`src/rtl/multicycle_control_unit_pkg.sv`:
```
`default_nettype none
// ============================================================================
//  Module      : multicycle_ctrl_pkg
//  Description : Shared types and encodings for the multicycle RV32I control unit.
//  Revision    : 1.0 - initial release
// ============================================================================
package multicycle_ctrl_pkg;

    typedef enum logic [3:0] {
        S_RST      = 4'd0,
        S_FETCH    = 4'd1,
        S_DECODE   = 4'd2,
        S_MEMADR   = 4'd3,
        S_MEMREAD  = 4'd4,
        S_MEMWB    = 4'd5,
        S_MEMWRITE = 4'd6,
        S_EXECR    = 4'd7,
        S_EXECI    = 4'd8,
        S_UPPER    = 4'd9,
        S_ALUWB    = 4'd10,
        S_JAL      = 4'd11,
        S_JALR     = 4'd12,
        S_BRANCH   = 4'd13,
        S_TRAP     = 4'd14
    } state_t;

    localparam logic [6:0] c_OP_LOAD   = 7'b0000011;
    localparam logic [6:0] c_OP_STORE  = 7'b0100011;
    localparam logic [6:0] c_OP_R      = 7'b0110011;
    localparam logic [6:0] c_OP_I      = 7'b0010011;
    localparam logic [6:0] c_OP_JAL    = 7'b1101111;
    localparam logic [6:0] c_OP_JALR   = 7'b1100111;
    localparam logic [6:0] c_OP_BRANCH = 7'b1100011;
    localparam logic [6:0] c_OP_LUI    = 7'b0110111;
    localparam logic [6:0] c_OP_AUIPC  = 7'b0010111;

    localparam logic [3:0] c_ALU_ADD  = 4'd0;
    localparam logic [3:0] c_ALU_SUB  = 4'd1;
    localparam logic [3:0] c_ALU_AND  = 4'd2;
    localparam logic [3:0] c_ALU_OR   = 4'd3;
    localparam logic [3:0] c_ALU_XOR  = 4'd4;
    localparam logic [3:0] c_ALU_SLT  = 4'd5;
    localparam logic [3:0] c_ALU_SLTU = 4'd6;
    localparam logic [3:0] c_ALU_SLL  = 4'd7;
    localparam logic [3:0] c_ALU_SRL  = 4'd8;
    localparam logic [3:0] c_ALU_SRA  = 4'd9;

    localparam logic [2:0] c_IMM_I = 3'b000;
    localparam logic [2:0] c_IMM_S = 3'b001;
    localparam logic [2:0] c_IMM_B = 3'b010;
    localparam logic [2:0] c_IMM_J = 3'b011;
    localparam logic [2:0] c_IMM_U = 3'b100;

    // SRCA_ZERO feeds a constant zero so lui can reuse the imm+operand path.
    localparam logic [1:0] c_SRCA_PC    = 2'b00;
    localparam logic [1:0] c_SRCA_OLDPC = 2'b01;
    localparam logic [1:0] c_SRCA_RS1   = 2'b10;
    localparam logic [1:0] c_SRCA_ZERO  = 2'b11;

    localparam logic [1:0] c_SRCB_RS2  = 2'b00;
    localparam logic [1:0] c_SRCB_IMM  = 2'b01;
    localparam logic [1:0] c_SRCB_FOUR = 2'b10;

    localparam logic [1:0] c_RES_ALUOUT = 2'b00;
    localparam logic [1:0] c_RES_MEM    = 2'b01;
    localparam logic [1:0] c_RES_ALU    = 2'b10;

    localparam logic [1:0] c_TRAP_NONE    = 2'b00;
    localparam logic [1:0] c_TRAP_ILLEGAL = 2'b01;
    localparam logic [1:0] c_TRAP_BUS     = 2'b10;

    function automatic logic is_mem_state(input state_t s);
        return (s == S_FETCH) || (s == S_MEMREAD) || (s == S_MEMWRITE);
    endfunction

endpackage
`default_nettype wire

```
`src/rtl/multicycle_control_unit_if.sv`:
```
`default_nettype none
// ============================================================================
//  Module      : multicycle_control_unit_if
//  Description : Instruction fields, memory handshake and datapath strobes.
//  Revision    : 1.0 - initial release
// ============================================================================
interface multicycle_control_unit_if #(
    parameter int ALU_CTRL_W = 4
);
    logic [6:0]            op;
    logic [2:0]            funct3;
    logic [6:0]            funct7;
    logic                  alu_zero;
    logic                  mem_ready;
    logic                  mem_req;
    logic                  mem_write;
    logic                  adr_src;
    logic                  ir_write;
    logic                  pc_write;
    logic                  reg_write;
    logic [1:0]            alu_src_a;
    logic [1:0]            alu_src_b;
    logic [1:0]            result_src;
    logic [2:0]            imm_src;
    logic [ALU_CTRL_W-1:0] alu_control;
    logic                  trap;
    logic [1:0]            trap_cause;

    modport master (
        input  op, funct3, funct7, alu_zero, mem_ready,
        output mem_req, mem_write, adr_src, ir_write, pc_write, reg_write,
               alu_src_a, alu_src_b, result_src, imm_src, alu_control,
               trap, trap_cause
    );

    modport slave (
        output op, funct3, funct7, alu_zero, mem_ready,
        input  mem_req, mem_write, adr_src, ir_write, pc_write, reg_write,
               alu_src_a, alu_src_b, result_src, imm_src, alu_control,
               trap, trap_cause
    );
endinterface
`default_nettype wire

```
`src/rtl/multicycle_control_unit_alu_decoder_ext.sv`:
```
`default_nettype none
// ============================================================================
//  Module      : alu_decoder_ext
//  Description : funct3/funct7/op -> 4-bit ALU code plus illegal-encoding flag.
//  Revision    : 1.0 - initial release
// ============================================================================
module alu_decoder_ext
    import multicycle_ctrl_pkg::*;
#(
    parameter int FULL_RV32I = 1
) (
    input  wire logic [6:0] op,
    input  wire logic [2:0] funct3,
    input  wire logic [6:0] funct7,
    output logic      [3:0] alu_code,
    output logic            illegal
);

    localparam bit c_FULL = (FULL_RV32I != 0);

    logic       w_is_r;
    logic       w_f7_zero;
    logic       w_f7_alt;
    logic [3:0] w_code;
    logic       w_bad;

    assign w_is_r    = (op == c_OP_R);
    assign w_f7_zero = (funct7 == 7'b0000000);
    assign w_f7_alt  = (funct7 == 7'b0100000);

    // Shift immediates carry funct7 in the upper imm bits, so they are checked
    // for both R and I; other I-type encodings treat funct7 as immediate.
    always_comb begin
        w_code = c_ALU_ADD;
        w_bad  = 1'b0;
        case (funct3)
            3'b000: begin
                if (w_is_r) begin
                    if (w_f7_alt)        w_code = c_ALU_SUB;
                    else if (!w_f7_zero) w_bad  = 1'b1;
                end
            end
            3'b001: begin
                w_code = c_ALU_SLL;
                w_bad  = !w_f7_zero;
            end
            3'b010: begin
                w_code = c_ALU_SLT;
                w_bad  = w_is_r && !w_f7_zero;
            end
            3'b011: begin
                w_code = c_ALU_SLTU;
                w_bad  = w_is_r && !w_f7_zero;
            end
            3'b100: begin
                w_code = c_ALU_XOR;
                w_bad  = w_is_r && !w_f7_zero;
            end
            3'b101: begin
                w_code = w_f7_alt ? c_ALU_SRA : c_ALU_SRL;
                w_bad  = !(w_f7_zero || w_f7_alt);
            end
            3'b110: begin
                w_code = c_ALU_OR;
                w_bad  = w_is_r && !w_f7_zero;
            end
            default: begin
                w_code = c_ALU_AND;
                w_bad  = w_is_r && !w_f7_zero;
            end
        endcase
        if (!c_FULL && (funct3 == 3'b001 || funct3 == 3'b011 ||
                        funct3 == 3'b100 || funct3 == 3'b101)) begin
            w_bad = 1'b1;
        end
    end

    assign illegal  = w_bad;
    assign alu_code = w_bad ? c_ALU_ADD : w_code;

endmodule
`default_nettype wire

```
`src/rtl/multicycle_control_unit.sv`:
```
`default_nettype none
// ============================================================================
//  Module      : multicycle_control_unit
//  Description : Multicycle RV32I control FSM with bounded memory wait and traps.
//  Revision    : 1.0 - initial release
// ============================================================================
module multicycle_control_unit
    import multicycle_ctrl_pkg::*;
#(
    parameter int ALU_CTRL_W = 4,
    parameter int FULL_RV32I = 1,
    parameter int MEM_TMO    = 16
) (
    input  wire logic                 clk,
    input  wire logic                 rst_n,
    multicycle_control_unit_if.master bus
);

    localparam int                 c_CNT_W    = $clog2(MEM_TMO);
    localparam logic [c_CNT_W-1:0] c_TMO_LAST = c_CNT_W'(MEM_TMO - 1);

    state_t               r_state;
    state_t               w_next;
    logic [c_CNT_W-1:0]   r_wait_cnt;
    logic                 r_trap;
    logic [1:0]           r_trap_cause;
    logic [1:0]           w_next_cause;
    logic                 w_in_mem;
    logic                 w_timeout;
    logic                 w_branch_ok;
    logic [3:0]           w_dec_code;
    logic                 w_dec_illegal;

    logic                 w_mem_req;
    logic                 w_mem_write;
    logic                 w_adr_src;
    logic                 w_ir_write;
    logic                 w_pc_write;
    logic                 w_reg_write;
    logic [1:0]           w_alu_src_a;
    logic [1:0]           w_alu_src_b;
    logic [1:0]           w_result_src;
    logic [2:0]           w_imm_src;
    logic [3:0]           w_alu_code;
    logic [ALU_CTRL_W-1:0] w_alu_control;

    alu_decoder_ext #(
        .FULL_RV32I (FULL_RV32I)
    ) u_alu_dec (
        .op       (bus.op),
        .funct3   (bus.funct3),
        .funct7   (bus.funct7),
        .alu_code (w_dec_code),
        .illegal  (w_dec_illegal)
    );

    assign w_in_mem    = is_mem_state(r_state);
    assign w_timeout   = w_in_mem && !bus.mem_ready && (r_wait_cnt == c_TMO_LAST);
    assign w_branch_ok = (bus.funct3[2:1] != 2'b01);

    always_ff @(posedge clk or negedge rst_n) begin
        if (!rst_n) begin
            r_state      <= S_RST;
            r_wait_cnt   <= '0;
            r_trap       <= 1'b0;
            r_trap_cause <= c_TRAP_NONE;
        end else begin
            r_state <= w_next;
            // Any state change clears the counter, so every mem state is entered at 0.
            if (w_next != r_state) begin
                r_wait_cnt <= '0;
            end else if (w_in_mem && !bus.mem_ready) begin
                r_wait_cnt <= r_wait_cnt + c_CNT_W'(1);
            end
            if ((w_next == S_TRAP) && (r_state != S_TRAP)) begin
                r_trap       <= 1'b1;
                r_trap_cause <= w_next_cause;
            end
        end
    end

    always_comb begin
        w_next       = r_state;
        w_next_cause = c_TRAP_NONE;
        case (r_state)
            S_RST:    w_next = S_FETCH;
            S_FETCH, S_MEMREAD, S_MEMWRITE: begin
                if (bus.mem_ready) begin
                    w_next = (r_state == S_FETCH)   ? S_DECODE :
                             (r_state == S_MEMREAD) ? S_MEMWB  : S_FETCH;
                end else if (w_timeout) begin
                    w_next       = S_TRAP;
                    w_next_cause = c_TRAP_BUS;
                end
            end
            S_DECODE: begin
                case (bus.op)
                    c_OP_LOAD, c_OP_STORE: w_next = S_MEMADR;
                    c_OP_R:                w_next = S_EXECR;
                    c_OP_I:                w_next = S_EXECI;
                    c_OP_JAL:              w_next = S_JAL;
                    c_OP_JALR:             w_next = S_JALR;
                    c_OP_LUI, c_OP_AUIPC:  w_next = S_UPPER;
                    c_OP_BRANCH:           w_next = w_branch_ok ? S_BRANCH : S_TRAP;
                    default:               w_next = S_TRAP;
                endcase
                if (w_next == S_TRAP) w_next_cause = c_TRAP_ILLEGAL;
            end
            S_MEMADR: w_next = (bus.op == c_OP_STORE) ? S_MEMWRITE : S_MEMREAD;
            S_MEMWB:  w_next = S_FETCH;
            S_EXECR, S_EXECI: begin
                if (w_dec_illegal) begin
                    w_next       = S_TRAP;
                    w_next_cause = c_TRAP_ILLEGAL;
                end else begin
                    w_next = S_ALUWB;
                end
            end
            S_UPPER, S_JAL, S_JALR: w_next = S_ALUWB;
            S_ALUWB:  w_next = S_FETCH;
            S_BRANCH: w_next = S_FETCH;
            S_TRAP:   w_next = S_TRAP;
            default:  w_next = S_RST;
        endcase
    end

    always_comb begin
        w_mem_req    = 1'b0;
        w_mem_write  = 1'b0;
        w_adr_src    = 1'b0;
        w_ir_write   = 1'b0;
        w_pc_write   = 1'b0;
        w_reg_write  = 1'b0;
        w_alu_src_a  = c_SRCA_PC;
        w_alu_src_b  = c_SRCB_RS2;
        w_result_src = c_RES_ALUOUT;
        w_imm_src    = c_IMM_I;
        w_alu_code   = c_ALU_ADD;
        case (r_state)
            S_FETCH: begin
                w_mem_req = 1'b1;
                if (bus.mem_ready) begin
                    w_ir_write  = 1'b1;
                    w_pc_write  = 1'b1;
                    w_alu_src_b = c_SRCB_FOUR;
                end
            end
            S_DECODE: begin
                w_alu_src_a = c_SRCA_OLDPC;
                w_alu_src_b = c_SRCB_IMM;
                w_imm_src   = c_IMM_B;
            end
            S_MEMADR: begin
                w_alu_src_a = c_SRCA_RS1;
                w_alu_src_b = c_SRCB_IMM;
                w_imm_src   = (bus.op == c_OP_STORE) ? c_IMM_S : c_IMM_I;
            end
            S_MEMREAD: begin
                w_mem_req = 1'b1;
                w_adr_src = 1'b1;
            end
            S_MEMWB: begin
                w_reg_write  = 1'b1;
                w_result_src = c_RES_MEM;
            end
            S_MEMWRITE: begin
                w_mem_req   = 1'b1;
                w_mem_write = 1'b1;
                w_adr_src   = 1'b1;
            end
            S_EXECR: begin
                w_alu_src_a = c_SRCA_RS1;
                w_alu_code  = w_dec_code;
            end
            S_EXECI: begin
                w_alu_src_a = c_SRCA_RS1;
                w_alu_src_b = c_SRCB_IMM;
                w_alu_code  = w_dec_code;
            end
            S_UPPER: begin
                w_alu_src_a = (bus.op == c_OP_LUI) ? c_SRCA_ZERO : c_SRCA_OLDPC;
                w_alu_src_b = c_SRCB_IMM;
                w_imm_src   = c_IMM_U;
            end
            S_ALUWB:  w_reg_write = 1'b1;
            S_JAL, S_JALR: begin
                w_pc_write  = 1'b1;
                w_alu_src_a = c_SRCA_OLDPC;
                w_alu_src_b = c_SRCB_FOUR;
                w_imm_src   = (r_state == S_JAL) ? c_IMM_J : c_IMM_I;
            end
            S_BRANCH: begin
                w_alu_src_a = c_SRCA_RS1;
                w_alu_code  = (bus.funct3[2:1] == 2'b11) ? c_ALU_SLTU :
                              (bus.funct3[2])            ? c_ALU_SLT  : c_ALU_SUB;
                // Odd funct3 inverts the sense; the lt variants test a nonzero SLT result.
                w_pc_write  = bus.alu_zero ^ bus.funct3[0] ^ bus.funct3[2];
            end
            default: ;
        endcase
    end

    generate
        if (ALU_CTRL_W > 4) begin : g_alu_wide
            assign w_alu_control = {{(ALU_CTRL_W-4){1'b0}}, w_alu_code};
        end else begin : g_alu_exact
            assign w_alu_control = w_alu_code[ALU_CTRL_W-1:0];
        end
    endgenerate

    assign bus.mem_req     = w_mem_req;
    assign bus.mem_write   = w_mem_write;
    assign bus.adr_src     = w_adr_src;
    assign bus.ir_write    = w_ir_write;
    assign bus.pc_write    = w_pc_write;
    assign bus.reg_write   = w_reg_write;
    assign bus.alu_src_a   = w_alu_src_a;
    assign bus.alu_src_b   = w_alu_src_b;
    assign bus.result_src  = w_result_src;
    assign bus.imm_src     = w_imm_src;
    assign bus.alu_control = w_alu_control;
    assign bus.trap        = r_trap;
    assign bus.trap_cause  = r_trap_cause;

endmodule
`default_nettype wire
```
`src/flat_wrapper.sv`:
```
// flat-port wrapper written by rule: the top's interface ports become plain ports
module multicycle_control_unit_flat import multicycle_ctrl_pkg::*;
#(
    parameter int ALU_CTRL_W = 4,
    parameter int FULL_RV32I = 1,
    parameter int MEM_TMO    = 16
)
  (clk, rst_n, bus_op, bus_funct3, bus_funct7, bus_alu_zero, bus_mem_ready, bus_mem_req, bus_mem_write, bus_adr_src, bus_ir_write, bus_pc_write, bus_reg_write, bus_alu_src_a, bus_alu_src_b, bus_result_src, bus_imm_src, bus_alu_control, bus_trap, bus_trap_cause);
  multicycle_control_unit_if #(.ALU_CTRL_W(ALU_CTRL_W)) bus_i ();
  input  wire logic clk;
  input  wire logic rst_n;
  input wire logic [$bits(bus_i.op)-1:0] bus_op;
  input wire logic [$bits(bus_i.funct3)-1:0] bus_funct3;
  input wire logic [$bits(bus_i.funct7)-1:0] bus_funct7;
  input wire logic [$bits(bus_i.alu_zero)-1:0] bus_alu_zero;
  input wire logic [$bits(bus_i.mem_ready)-1:0] bus_mem_ready;
  output wire logic [$bits(bus_i.mem_req)-1:0] bus_mem_req;
  output wire logic [$bits(bus_i.mem_write)-1:0] bus_mem_write;
  output wire logic [$bits(bus_i.adr_src)-1:0] bus_adr_src;
  output wire logic [$bits(bus_i.ir_write)-1:0] bus_ir_write;
  output wire logic [$bits(bus_i.pc_write)-1:0] bus_pc_write;
  output wire logic [$bits(bus_i.reg_write)-1:0] bus_reg_write;
  output wire logic [$bits(bus_i.alu_src_a)-1:0] bus_alu_src_a;
  output wire logic [$bits(bus_i.alu_src_b)-1:0] bus_alu_src_b;
  output wire logic [$bits(bus_i.result_src)-1:0] bus_result_src;
  output wire logic [$bits(bus_i.imm_src)-1:0] bus_imm_src;
  output wire logic [$bits(bus_i.alu_control)-1:0] bus_alu_control;
  output wire logic [$bits(bus_i.trap)-1:0] bus_trap;
  output wire logic [$bits(bus_i.trap_cause)-1:0] bus_trap_cause;
  assign bus_i.op = bus_op;
  assign bus_i.funct3 = bus_funct3;
  assign bus_i.funct7 = bus_funct7;
  assign bus_i.alu_zero = bus_alu_zero;
  assign bus_i.mem_ready = bus_mem_ready;
  assign bus_mem_req = bus_i.mem_req;
  assign bus_mem_write = bus_i.mem_write;
  assign bus_adr_src = bus_i.adr_src;
  assign bus_ir_write = bus_i.ir_write;
  assign bus_pc_write = bus_i.pc_write;
  assign bus_reg_write = bus_i.reg_write;
  assign bus_alu_src_a = bus_i.alu_src_a;
  assign bus_alu_src_b = bus_i.alu_src_b;
  assign bus_result_src = bus_i.result_src;
  assign bus_imm_src = bus_i.imm_src;
  assign bus_alu_control = bus_i.alu_control;
  assign bus_trap = bus_i.trap;
  assign bus_trap_cause = bus_i.trap_cause;
  multicycle_control_unit #(.ALU_CTRL_W(ALU_CTRL_W), .FULL_RV32I(FULL_RV32I), .MEM_TMO(MEM_TMO)) u_core (.clk(clk), .rst_n(rst_n), .bus(bus_i));
endmodule
```
`config.mk`:
```
export PLATFORM = sky130hd
export DESIGN_NAME = multicycle_control_unit_flat
export DESIGN_NICKNAME = d
export VERILOG_FILES = /design/src/rtl/multicycle_control_unit_pkg.sv /design/src/rtl/multicycle_control_unit_if.sv /design/src/rtl/multicycle_control_unit_alu_decoder_ext.sv /design/src/rtl/multicycle_control_unit.sv /design/src/flat_wrapper.sv
export SDC_FILE = /design/constraint.sdc
export NUM_CORES = 1
export LEC_CHECK = 0
export ABC_AREA = 1
export CAP_MARGIN = 20
export CORE_UTILIZATION = 47
export DETAILED_ROUTE_END_ITERATION = 12
export PLACE_DENSITY = 0.81
export SYNTH_ARGS = -nofsm -noshare
export SYNTH_HDL_FRONTEND = slang
export SYNTH_HIERARCHICAL = 1
export SYNTH_SLANG_ARGS = --single-unit
```
`constraint.sdc`:
```
create_clock -name clk -period 1.8 [get_ports clk]
set_input_delay 0.36 -clock clk [delete_from_list [all_inputs] [get_ports clk]]
set_output_delay 0.36 -clock clk [all_outputs]
set_load 0.005 [all_outputs]
```
==> results of run 1 <==
kinds of logic after synthesis:
group | Yosys count | synth area share (%)
multiplexers | 1 | 0.725
adder cells (fa/ha/maj) | 1 | 0.906
XOR/XNOR | 5 | 3.71
buffers and inverters | 42 | 11.7
AND/OR/NAND/NOR | 151 | 53.7
other | 1 | 0.271
AO/OA/AOI/OAI | 17 | 9.06
flip-flops | 11 | 19.9
metal layers:
layer / track usage, % / overflow
met2: 130 / 206
met3: 52.3 / 0
met5: 0 / 0
met4: 106 / 72
met1: 84.9 / 2
timing repair:
action,CTS
setup buffers,23
setup endpoints to repair,25
pin swaps,37
resized for setup,181
cell usage after synthesis, drive strengths merged, types with 2 or more instances:
library cell  number
a21oi              6
dfrtp             11
inv               41
nand2             71
nand3             24
nand3b             2
nand4              6
nor2              41
nor3               4
o21ai              8
xor2               5
through the flow:
stage | hold slack [ps] | setup slack (ps) | util, % | cells | TNS (ps)
after CTS | 427 | -149 | 93.2 | 377 | -1540
after floorplan | 64.4 | 192 | - | 229 | 0
after global placement | 449 | -701 | 79.8 | 351 | -9030
after detailed placement | 463 | -706 | 79.8 | 351 | -9550
==> metrics.csv, run 1 <==
stage,metric,value,unit
run_status,status,stopped before the end,
run_status,Fail Step,5_1_grt,
run_status,Stop Error,[ERROR GRT-0232] Routing congestion too high. Check the congestion heatmap in the GUI.,
place,detailed placement HPWL,3540,µm
synth,synth unique cells,32,
floorplan,Die Ht,56.2,µm
synth,yosys warns,6,
place,Buffers on Ports,41,
global_route,largest net degree at the start of global routing,12,
place,Placer Congestion,0.912,
synth,post-synthesis sequential area ratio,19.9,%
clock_network,CTS buffer count,3,
place,placed cell areas,2220,µm²
clock_network,htree depth,1,
timing,worst ep type,sequential cell input,
floorplan,Die X,56.2,µm
floorplan,ports placed on the boundary,43,
synth,"Avg Cell Area, Syn",6.03,µm²
synth,synthesized instance count,229,
clock_network,clk sinks,11,
synth,Syn Nets,251,
floorplan,Initial Utilization,49.7,%
synth,ys async rst share,100,%
clock_network,root buffer cell,clkbuf_4,
synth,Yosys top cell by area,dfrtp_1,
global_route,GRT Util Overall,91.6,%
synth,"EDFF count, synth",0,
synth,top_reg_cell synth,dfrtp_1,
clock_network,CTS Hold Bufs,0,
floorplan,Rows,19,
clock_network,CTS max path bufs,2,
synth,Post-Syn Area,1380,µm²
synth,register bit total from synthesis,11,
synth,top-area cell type share of the netlist area,19.9,%
global_route,GR Overflow Total,280,
timing,"Worst endpoint, post-GRT repair",u_core/bus.trap_cause[1]$_DFFE_PN0P_/D,
synth,synth top area cells,"dfrtp_1 (20%), nand2_1 (18%), inv_1 (8.7%), nor2_1 (8.2%), nand3_1 (5.8%)",
==> inputs of run 2 (changes only) <==
--- a/config.mk
+++ b/config.mk
@@ -7,9 +7,10 @@
 export LEC_CHECK = 0
 export ABC_AREA = 1
 export CAP_MARGIN = 20
-export CORE_UTILIZATION = 47
+export CORE_AREA = 2 2 63 65
 export DETAILED_ROUTE_END_ITERATION = 12
-export PLACE_DENSITY = 0.81
+export DIE_AREA = 0 0 65 67
+export PLACE_DENSITY_LB_ADDON = 0.15
 export SYNTH_ARGS = -nofsm -noshare
 export SYNTH_HDL_FRONTEND = slang
 export SYNTH_HIERARCHICAL = 1
==> metrics.csv, run 2 <==
stage,metric,value,unit
synth,synthesized instance count,229,
final_layout,"commonest non-fill, non-tap cells in the layout","buf_4 (56), nand2_1 (40), nand2_2 (24), inv_1 (23), buf_6 (21)",
timing,Worst Skew,3.37,ps
routing,Vias/cell,4.93,
final_layout,"leading cell type in the layout, fill and taps excluded",buf_4,
final_layout,Final Cell Area,2810,µm²
place,Placer Congestion,0.863,
synth,synth unique cells,32,
routing,DRT iter0 DRCs,72,
synth,Yosys top cell by area,dfrtp_1,
global_route,largest net degree at the start of global routing,12,
run_status,status,"complete, but fails checks",
synth,yosys warns,6,
critical_path,Bufs and invs on worst path,3,
critical_path,CP max stage delay,450,ps
critical_path,type of the worst setup path,flop to flop,
synth,Post-Syn Area,1380,µm²
floorplan,Rows,22,
clock_network,CTS buffer count,3,
routing,Routed WL,5740,µm
flow_run,Max Cap Viol,0,
critical_path,Worst Setup End Kind,flop,
power_and_ir_drop,P_sw,0.00200,W
clock_network,CTS max path bufs,2,
routing,antenna-violating nets left,0,
synth,"EDFF count, synth",0,
routing,detailed-route via count,1964,
critical_path,worst-path cell chain,nand2_1 > inv_2 > buf_4 > nand3_1 > buf_4 > nor2_1 > nor2_1 > nand3_2 > nor2_4 > nand2_2 > nand2_2 > nand3_4 > nor3_2,
timing,"Min Clock Period, post-route",2040,ps
critical_path,critical path's top delay family,simple AND/OR/NAND/NOR gates,
clock_network,htree depth,1,
global_route,first-pass GRT wire length,8850,µm
critical_path,worst r2r path cells,13,
clock_network,clk sinks,11,
critical_path,WP data arrival,2200,ps
power_and_ir_drop,Peak VDD IR,689,µV
power_and_ir_drop,sw frac,47.6,%
timing,fin crit share,114,%
synth,synth top area cells,"dfrtp_1 (20%), nand2_1 (18%), inv_1 (8.7%), nor2_1 (8.2%), nand3_1 (5.8%)",
global_route,initial antenna violation count,0,
timing,unrepaired setup endpoints after global routing,yes,
routing,drt drc,0,
floorplan,Die Ht,67,µm
place,Buffers on Ports,41,
synth,top-area cell type share of the netlist area,19.9,%
final_layout,post-route insts no fill,398,
final_layout,layout cell share with drive strength beyond 1,58.0,%
min_path,Tightest Hold Check Type,input pin to asynchronous set/reset pin,
run_status,failing checks,setup timing,
final_layout,Post-layout nets,373,
critical_path,RR Endpoint,u_core/r_wait_cnt[0],
synth,ys async rst share,100,%
place,placed cell count,371,
synth,register bit total from synthesis,11,
power_and_ir_drop,pwr dens,1490,nW/µm²
critical_path,CP Launch Type,flop,
floorplan,Die Area,4360,µm²
place,detailed placement HPWL,3340,µm
global_route,vias in the first global route,2021,
synth,Syn Nets,251,
critical_path,"slowest stage cell, crit path",dfrtp_2,
floorplan,Initial Utilization,38.3,%
power_and_ir_drop,Logic pwr share,84.4,%
synth,top_reg_cell synth,dfrtp_1,
power_and_ir_drop,Leakage,1.47,nW
critical_path,reg-to-reg setup timing slack,-240,ps
final_layout,"Core Util, Final",77.8,%
place,placed cell areas,2260,µm²
critical_path,worst-path fanout max,5,
power_and_ir_drop,total power,0.00419,W
clock_network,CTS tree,yes,
timing,final hold slack,456,ps
clock_network,CTS Hold Bufs,0,
clock_network,clk slew on worst S/H paths,50,ps
power_and_ir_drop,clock network power share,5.8,%
timing,fin. max-slew vios,0,
timing,final setup fails,18,
floorplan,ports placed on the boundary,43,
timing,PnR worst setup slack,-243,ps
critical_path,"Req. time, crit path",1950,ps
floorplan,Die X,65,µm
synth,"Avg Cell Area, Syn",6.03,µm²
timing,Fin. Hold Viols,0,
power_and_ir_drop,sequential share of power,9.7,%
floorplan,Core Box Area,3610,µm²
final_layout,Fill cells,236,
power_and_ir_drop,internal power,0.00220,W
routing,Wirelength per Cell,14.4,µm
global_route,GRT Util Overall,26.6,%
critical_path,worst r2r src,u_core/r_state[0],
final_layout,Inserted Diodes,0,
clock_network,root buffer cell,clkbuf_8,
final_layout,Area Overhead vs Synth,103,%
global_route,GR Overflow Total,0,
timing,FMAX,489,MHz
synth,top-count cell post-synth,nand2_1,
synth,Commonest cells post-synth,"nand2_1 (65), inv_1 (32), nor2_1 (30)",
synth,post-synthesis sequential area ratio,19.9,%
clock_network,"Clk Latency, worst-skew pair",230,ps
routing,length of the first detailed-routing pass in iterations,4,
-- run 2: cell counts after synthesis --
No cell type changed its count.
-- run 2: logic make-up after synthesis --
| kind of cell | share of synthesized area, % |
|---|---|
| buffers and inverters | 11.7 |
| xor gates and xnor gates | 3.71 |
| and+or+nand+nor | 53.7 |
| DFF | 19.9 |
| adders and majority gates | 0.906 |
| other | 0.271 |
| muxes | 0.725 |
| AOI/OAI and AO/OA | 9.06 |
-- run 2: area by class of cell --
type	count	area, µm²	area share, %
multi-input cells	176	1240	44.1
repair buffers	118	1020	36.4
flip-flops and latches	11	280	9.99
inverters	41	161	5.75
well taps	48	60.1	2.14
clock buffers	4	45.0	1.61
-- run 2: power groups by stage --
stage	Combinational (W)	Clock [W]	Sequential (W)
after floorplan	0.00104	0	0.000373
after global placement	0.00212	0	0.000377
after detailed placement	0.00214	0	0.000376
after CTS	0.00292	0.000248	0.000390
after global routing	0.00373	0.000269	0.000410
final	0.00354	0.000245	0.000409
-- run 2: what timing repair did --
action / CTS / global route
pin swaps: 38 / 18
gates resized for setup: 167 / 47
gates cloned: 0 / 0
endpoints found under the setup margin: 25 / 27
hold endpoints to repair: 0 / 0
setup buffers: 19 / 9
-- run 2: how the worst max path moves through the flow --
stage	end	start	depth (start not counted)	slack (ps)
3_5_place_dp	bus_alu_control[0]	bus_funct3[0]	8	-700
4_1_cts	bus_pc_write	u_core/r_state[2]	8	-250
2_1_floorplan	u_core/bus.trap_cause[1]	bus_op[3]	13	190
5_1_grt	u_core/bus.trap_cause[1]	u_core/r_state[1]	16	-290
6_report	u_core/r_wait_cnt[0]	u_core/r_state[0]	13	-240
3_3_place_gp	bus_alu_control[2]	bus_funct3[0]	9	-680
-- run 2: per-stage QoR --
step	setup WS, ps	setup TNS, ps
after CTS	-246	-1760
after global placement	-682	-8660
after detailed placement	-700	-9260
after floorplan	192	0
after global routing	-293	-3940
final	-243	-2590
-- run 2: layer usage --
layer | vias to the layer above | wire [µm] | GRT usage [%]
met4 | 0 | 214 | 13.0
met1 | 911 | 2240 | 28.6
li1 | 960 | - | -
met5 | - | 0 | 0
met2 | 70 | 3010 | 50.8
met3 | 23 | 262 | 3.38
-- run 2: worst register-to-register path, cell delays in order, from the launching register on --
cell and delay, ps:
dfrtp_2 450, nand2_1 130, inv_2 80, buf_4 140, nand3_1 100, buf_4 120
nor2_1 50, nor2_1 130, nand3_2 130, nor2_4 170, nand2_2 90, nand2_2 110
nand3_4 120, nor3_2 140
Note: power is estimated with default switching activity, not from simulation.
